## src/rtl/vc_storage_pkg.sv

```systemverilog
// Shared victim-cache definitions: geometry defaults and the {valid, dirty, tag}
// entry layout used on the storage read/write ports.
package vc_storage_pkg;

    localparam int VC_NUM_WAYS = 8;
    localparam int VC_WAY_W    = $clog2(VC_NUM_WAYS);
    localparam int VC_TAG_W    = 28;
    localparam int VC_LINE_W   = 128;

    // Tag entry as exchanged with the victim cache controller
    typedef struct packed {
        logic                valid;
        logic                dirty;
        logic [VC_TAG_W-1:0] tag;
    } vc_cache_tag_type;

endpackage

```

## src/rtl/vc_plru_tree.sv

```systemverilog
// Tree pseudo-LRU for a fully-associative set. Nodes are heap-numbered 1..NUM_WAYS-1;
// a node bit of 0 points the victim search at its lower half, 1 at its upper half.
// Optional clear_i (VC_FLUSH_EN builds) resets the tree and wins over update_i.
module vc_plru_tree
    import vc_storage_pkg::*;
#(
    parameter  int NUM_WAYS = VC_NUM_WAYS,
    localparam int LVL      = $clog2(NUM_WAYS)
) (
    input  logic           clk_i,
    input  logic           rst_ni,
`ifdef VC_FLUSH_EN
    input  logic           clear_i,
`endif
    input  logic           update_i,
    input  logic [LVL-1:0] way_i,
    output logic [LVL-1:0] victim_o
);

    logic [NUM_WAYS-1:1] plru_q;
    logic [NUM_WAYS-1:1] on_path;
    logic [NUM_WAYS-1:1] away;
    logic [LVL:0]        node;

    // Per node: is it on the path to way_i, and which half points away from way_i
    for (genvar gi = 1; gi < NUM_WAYS; gi++) begin : g_node
        localparam int L = $clog2(gi + 1) - 1;
        logic [LVL:0] path;
        assign path        = {1'b1, way_i} >> (LVL - L);
        assign on_path[gi] = (path == (LVL + 1)'(gi));
        assign away[gi]    = ~way_i[LVL-1-L];
    end

    // Tree state: on an MRU update, every node on the way's path flips away from it
    always_ff @(posedge clk_i or negedge rst_ni) begin
        if (!rst_ni) begin
            plru_q <= '0;
`ifdef VC_FLUSH_EN
        end else if (clear_i) begin
            plru_q <= '0;
`endif
        end else if (update_i) begin
            plru_q <= (plru_q & ~on_path) | (away & on_path);
        end
    end

    // Victim search: walk from the root, appending each node bit to the heap index
    always_comb begin
        node = (LVL + 1)'(1);
        for (int l = 0; l < LVL; l++) begin
            node = {node[LVL-1:0], plru_q[node[LVL-1:0]]};
        end
    end

    assign victim_o = node[LVL-1:0];

endmodule

```

## src/rtl/vc_storage.sv

```systemverilog
// Fully-associative tag/data store for the victim cache. Lookup and read are
// combinational; tag/data writes and pLRU updates land on the clock edge, all
// aimed at the way selected before the edge (hit way, else first invalid, else
// pLRU victim). Define VC_FLUSH_EN to add flush_i, which clears every valid,
// dirty and pLRU bit and drops any coincident write or MRU update.
module vc_storage
    import vc_storage_pkg::*;
#(
    parameter  int NUM_WAYS = VC_NUM_WAYS,
    parameter  int TAG_W    = VC_TAG_W,
    parameter  int LINE_W   = VC_LINE_W,
    localparam int WAY_W    = $clog2(NUM_WAYS)
) (
    input  logic              clk_i,
    input  logic              rst_ni,
`ifdef VC_FLUSH_EN
    input  logic              flush_i,
`endif
    input  logic [TAG_W-1:0]  lookup_tag_i,
    input  logic              tag_we_i,
    input  logic              data_we_i,
    input  logic [TAG_W+1:0]  tag_write_i,
    input  logic [LINE_W-1:0] data_write_i,
    input  logic              lru_valid_i,
    output logic [TAG_W+1:0]  tag_read_o,
    output logic [LINE_W-1:0] data_read_o,
    output logic              full_o,
    output logic              hit_o,
    output logic [WAY_W-1:0]  sel_way_o
);

    logic [NUM_WAYS-1:0] valid_q;
    logic [NUM_WAYS-1:0] dirty_q;
    logic [NUM_WAYS-1:0] match;
    logic [TAG_W-1:0]    tag_q  [NUM_WAYS];
    logic [LINE_W-1:0]   data_q [NUM_WAYS];
    logic [WAY_W-1:0]    sel_way;
    logic [WAY_W-1:0]    victim;
    logic                flush;
    logic                tag_wr_en;
    logic                data_wr_en;

`ifdef VC_FLUSH_EN
    assign flush = flush_i;
`else
    assign flush = 1'b0;
`endif

    assign tag_wr_en  = tag_we_i  && !flush;
    assign data_wr_en = data_we_i && !flush;

    for (genvar gi = 0; gi < NUM_WAYS; gi++) begin : g_way
        assign match[gi] = valid_q[gi] && (tag_q[gi] == lookup_tag_i);

        // The controller never installs a tag that is already live in another way
        a_no_dup_tag: assert property (@(posedge clk_i) disable iff (!rst_ni)
            !(tag_wr_en && tag_write_i[TAG_W+1] && (sel_way != WAY_W'(gi)) &&
              valid_q[gi] && (tag_q[gi] == tag_write_i[TAG_W-1:0])));
    end

    assign hit_o  = |match;
    assign full_o = &valid_q;

    // Way selection: lowest hit, else lowest invalid, else pLRU victim
    always_comb begin
        sel_way = victim;
        if (!full_o) begin
            for (int w = NUM_WAYS - 1; w >= 0; w--) begin
                if (!valid_q[w]) sel_way = WAY_W'(w);
            end
        end
        if (hit_o) begin
            for (int w = NUM_WAYS - 1; w >= 0; w--) begin
                if (match[w]) sel_way = WAY_W'(w);
            end
        end
    end

    assign sel_way_o   = sel_way;
    assign tag_read_o  = {valid_q[sel_way], dirty_q[sel_way], tag_q[sel_way]};
    assign data_read_o = data_q[sel_way];

    // Entry state bits: reset/flush clear them, a tag write (valid=0 too) replaces them
    always_ff @(posedge clk_i or negedge rst_ni) begin
        if (!rst_ni) begin
            valid_q <= '0;
            dirty_q <= '0;
        end else if (flush) begin
            valid_q <= '0;
            dirty_q <= '0;
        end else if (tag_we_i) begin
            valid_q[sel_way] <= tag_write_i[TAG_W+1];
            dirty_q[sel_way] <= tag_write_i[TAG_W];
        end
    end

    // Tag and line payload: not reset, only meaningful while the way is valid
    always_ff @(posedge clk_i) begin
        if (tag_wr_en)  tag_q[sel_way]  <= tag_write_i[TAG_W-1:0];
        if (data_wr_en) data_q[sel_way] <= data_write_i;
    end

    vc_plru_tree #(
        .NUM_WAYS (NUM_WAYS)
    ) u_plru (
        .clk_i    (clk_i),
        .rst_ni   (rst_ni),
`ifdef VC_FLUSH_EN
        .clear_i  (flush_i),
`endif
        .update_i (lru_valid_i),
        .way_i    (sel_way),
        .victim_o (victim)
    );

endmodule

```

## config.mk

```make
export PLATFORM = sky130hd
export DESIGN_NAME = vc_storage
export DESIGN_NICKNAME = d
export VERILOG_FILES = /design/src/rtl/vc_storage_pkg.sv /design/src/rtl/vc_plru_tree.sv /design/src/rtl/vc_storage.sv
export SDC_FILE = /design/constraint.sdc
export NUM_CORES = 1
export LEC_CHECK = 0
export CORE_ASPECT_RATIO = 0.5
export CORE_MARGIN = 1
export CORE_UTILIZATION = 35
export DETAILED_ROUTE_END_ITERATION = 6
export GPL_TIMING_DRIVEN = 0
export SLEW_MARGIN = 40
export SYNTH_ARGS = -nofsm -noshare
export SYNTH_HDL_FRONTEND = slang
export SYNTH_SLANG_ARGS = --single-unit
export TNS_END_PERCENT = 30
```

## constraint.sdc

```tcl
create_clock -name clk_i -period 6.4 [get_ports clk_i]
set_input_delay 1.28 -clock clk_i [delete_from_list [all_inputs] [get_ports clk_i]]
set_output_delay 1.28 -clock clk_i [all_outputs]
set_load 0.01 [all_outputs]
```

==> flow_summary.yaml <==
grt:
  antenna_found_initial: 30
  grt_max_degree: 33
  track_usage: 0.2530
  grt_pass1_wl_um: 272800
  grt_overflow: 0
  grt_pass1_vias: 34832
worst_setup_path:
  end_kind: "primary output"
  regToRegSetupSlack_ns: 1.14
  cp.required_ns: 5.12
  reg2reg_depth: 16
  crit_fanout: 10
  r2r-start: "tag_q[5][4]$_DFFE_PP_"
  worstSetupStartpointType: "input pin"
  crit_arrival_ns: 5.17
  r2r-end: "data_q[1][6]$_DFFE_PP_"
  critical_path_class: "input pin to primary output"
detailed_routing:
  dr.pass1.iters: 5
  via_count: 36155
  drc: 0
  antenna_left: 0
  drtIter0Drc: 5006
  routed_wl_um: 197000
  wl_per_cell_um: 32.66
  via_per_inst: 5.995
clock_tree:
  cts_hold_buf: 0
  cts.htree.levels: 3
  cts_tree: "built"
  cts.sinks: 1271
  insertion_delay_ns: 0.78
  clkTransAtPathRegs_ns: 0.07
  root_buffer: "clkbuf_16"
  cts_buffer_depth: 3
  cts_buffers: 117
final_layout:
  fin_util: 0.4412
  area_growth_pct: 24.86
  drive_gt1_frac: 0.1807
  nFillCells: 13105
  layout.nets: 4123
  final_area_um2: 65800
timing:
  tightest_slew_ns: 0.9753
  fin_tns_setup_ns: -0.1902
  relSlewSlack: 0.3498
  fin_skew_ns: 0.05800
  drv_slew: 0
  final-setup-viol-count: 8
  rsz0062_at_grt: "yes"
  period_minus_slack_ns: 6.446
  final_hold_viol_count: 0
  fmax_mhz: 155.1
  fin_ws_ns: -0.04596
  whs_ns: 0.5069
  min_period_over_period: 1.007
placed_design:
  numPortBuffers: 324
  placed_cell_area_um2: 59460
  gp_congestion: 0.9890
  dp_hpwl_um: 138400
synthesis:
  synth.area.top_cells: "edfxtp_1 71%, xnor2_1 3.3%, nand4_1 2.9%"
  synth_nets: 3614
  synth_area_um2: 52700
  synth.most_common_cell: "edfxtp_1"
  synth_edf_count: 1248
  synth_top_area_cell: "edfxtp_1"
  syn_avg_cell_area_um2: 15.40
  synthTopCellsByCount: "1248 x edfxtp_1, 241 x nand4_1, 201 x xnor2_1"
  synth_top_flop_cell: "edfxtp_1"
  yosysUniqueCellTypes: 61
  yosys_warnings: 0
  ys_async_sr_fraction: 0.01810
  yosysSeqAreaShare: 0.7220
  syn-instance-count: 3423
  synth_top_area_share: 0.7111
  ys_seq_elements: 1271
floorplan:
  start_util: 0.3534
  die_x_um: 550.8
  die_area_um2: 152200
  fp.dieH_um: 276.4
  rows: 100
  io_pins: 354
  core_um2: 149100
power_and_ir_drop:
  p_leak_nw: 21.40
  power.density_nw_per_um2: 451.1
  total_power_mw: 29.69
  vdd_ir_drop_max_mv: 0.2867
outcome:
  run_status: "finished, violations left"
  violations: "negative setup slack"
job:
  drv_cap: 0
worst_hold_path:
  min-delay-path-class: "input pin to async pin"
how the worst max path moves through the flow:
stage / from / slack (ns) / cells after the start / endpoint
after floorplan: lookup_tag_i[5] / -0.77 / 12 / data_q[5][0]$_DFFE_PP_
after global placement: lookup_tag_i[2] / -6.62 / 12 / data_q[5][67]$_DFFE_PP_
after detailed placement: lookup_tag_i[19] / -1.78 / 14 / tag_read_o[28]
after CTS: lookup_tag_i[17] / -0.05 / 15 / data_read_o[53]
after global routing: lookup_tag_i[5] / -0.14 / 12 / tag_read_o[22]
final: lookup_tag_i[27] / -0.05 / 13 / tag_read_o[22]
sequential cells by signal, summed over array words and instances, names as in the netlist, named ones only:
name	count
valid_q	8
data_q	1024
tag_q	224
dirty_q	8
u_plru.plru_q	1
area by class of cell:
type / count / area [um^2] / area share
inverters: 15 / 73.82 / 0.001122
plain buffers: 297 / 2155 / 0.03274
clock buffers: 142 / 3032 / 0.04607
repair buffers: 390 / 4404 / 0.06693
well taps: 1989 / 2489 / 0.03782
multi-input cells: 1840 / 14880 / 0.2261
diodes: 13 / 32.53 / 0.0004944
flip-flops and latches: 1271 / 38050 / 0.5783
clock inverters: 74 / 688.2 / 0.01046
routing by layer:
metal | share of wire | global-route usage | vias up | wire, um
li1 | - | - | 15050 | -
met1 | 0.40 | 0.3409 | 18791 | 79310
met2 | 0.47 | 0.4033 | 1962 | 92480
met3 | 0.098 | 0.06575 | 322 | 19300
met4 | 0.029 | 0.07030 | 30 | 5696
met5 | 0.00096 | 0 | - | 189
cells by family (layout without fill, tap and decap cells):
| logic type | Yosys count | count (layout) | synth area share |
|---|---|---|---|
| compound gates | 791 | 791 | 0.1122 |
| xor+xnor | 222 | 222 | 0.03689 |
| buf+inv | 312 | 918 | 0.02526 |
| flops | 1271 | 1271 | 0.7220 |
| mux | 76 | 76 | 0.01491 |
| other cells | 0 | 13 | 0 |
| simple gates | 751 | 751 | 0.08872 |
cell usage in the layout, fill, tap and decap left out, types with 21 or more instances in the layout:
cell type,netlist,layout
buf_4,0,71
o21a_1,75,75
clkbuf_16,0,118
clkbuf_1,181,52
buf_6,4,25
xnor2_1,201,102
clkdlybuf4s50_1,0,224
and2_1,45,43
a211o_1,82,82
xnor2_2,0,78
dlygate4sd2_1,0,51
o21ai_0,122,109
nand3_1,113,111
a211oi_1,24,24
dfrtp_1,23,23
edfxtp_1,1248,1248
clkbuf_2,0,76
and4_1,156,155
dlymetal6s2s_1,0,45
nand2_1,115,113
buf_2,104,30
clkinv_1,0,33
clkbuf_4,0,63
mux2i_1,56,48
xnor2_4,0,21
buf_12,0,48
a31oi_1,153,148
a221oi_1,106,89
a22o_1,131,131
nand4_1,241,241
report_power, final:
group / leakage, nW / switching, mW / total [mW] / internal (mW)
registers: 11.6 / 0.300 / 10.4 / 10.1
clock network: 1.80 / 3.21 / 6.92 / 3.71
logic: 7.97 / 8.01 / 12.4 / 4.35
total: 21.4 / 11.5 / 29.7 / 18.2
through the flow:
| stage | std cells | setup slack, ns |
|---|---|---|
| after floorplan | 3423 | -0.7700 |
| after global placement | 5736 | -6.619 |
| after detailed placement | 5780 | -1.776 |
| after CTS | 6012 | -0.04944 |
| after global routing | 6024 | -0.1387 |
| final | 6031 | -0.04596 |
worst max-delay path: stages:
cell	delay [ns]
buf_2	0.27
xor2_2	0.16
or4_1	0.53
or4_1	0.45
a211o_1	0.27
a21bo_2	0.25
o211ai_4	0.19
buf_6	0.28
buf_2	0.32
a21oi_2	0.21
a21oi_1	0.24
o22ai_2	0.14
clkdlybuf4s50_1	0.54
repair_timing:
| action | CTS | global route |
|---|---|---|
| endpoints found under the setup margin | 293 | 115 |
| setup buffers | 16 | 5 |
| resized for setup | 532 | 214 |
| endpoints found under the hold margin | 0 | 0 |
| cloned | 0 | 1 |
| pin swaps | 19 | 7 |
Power figures use the tool's default switching activity.
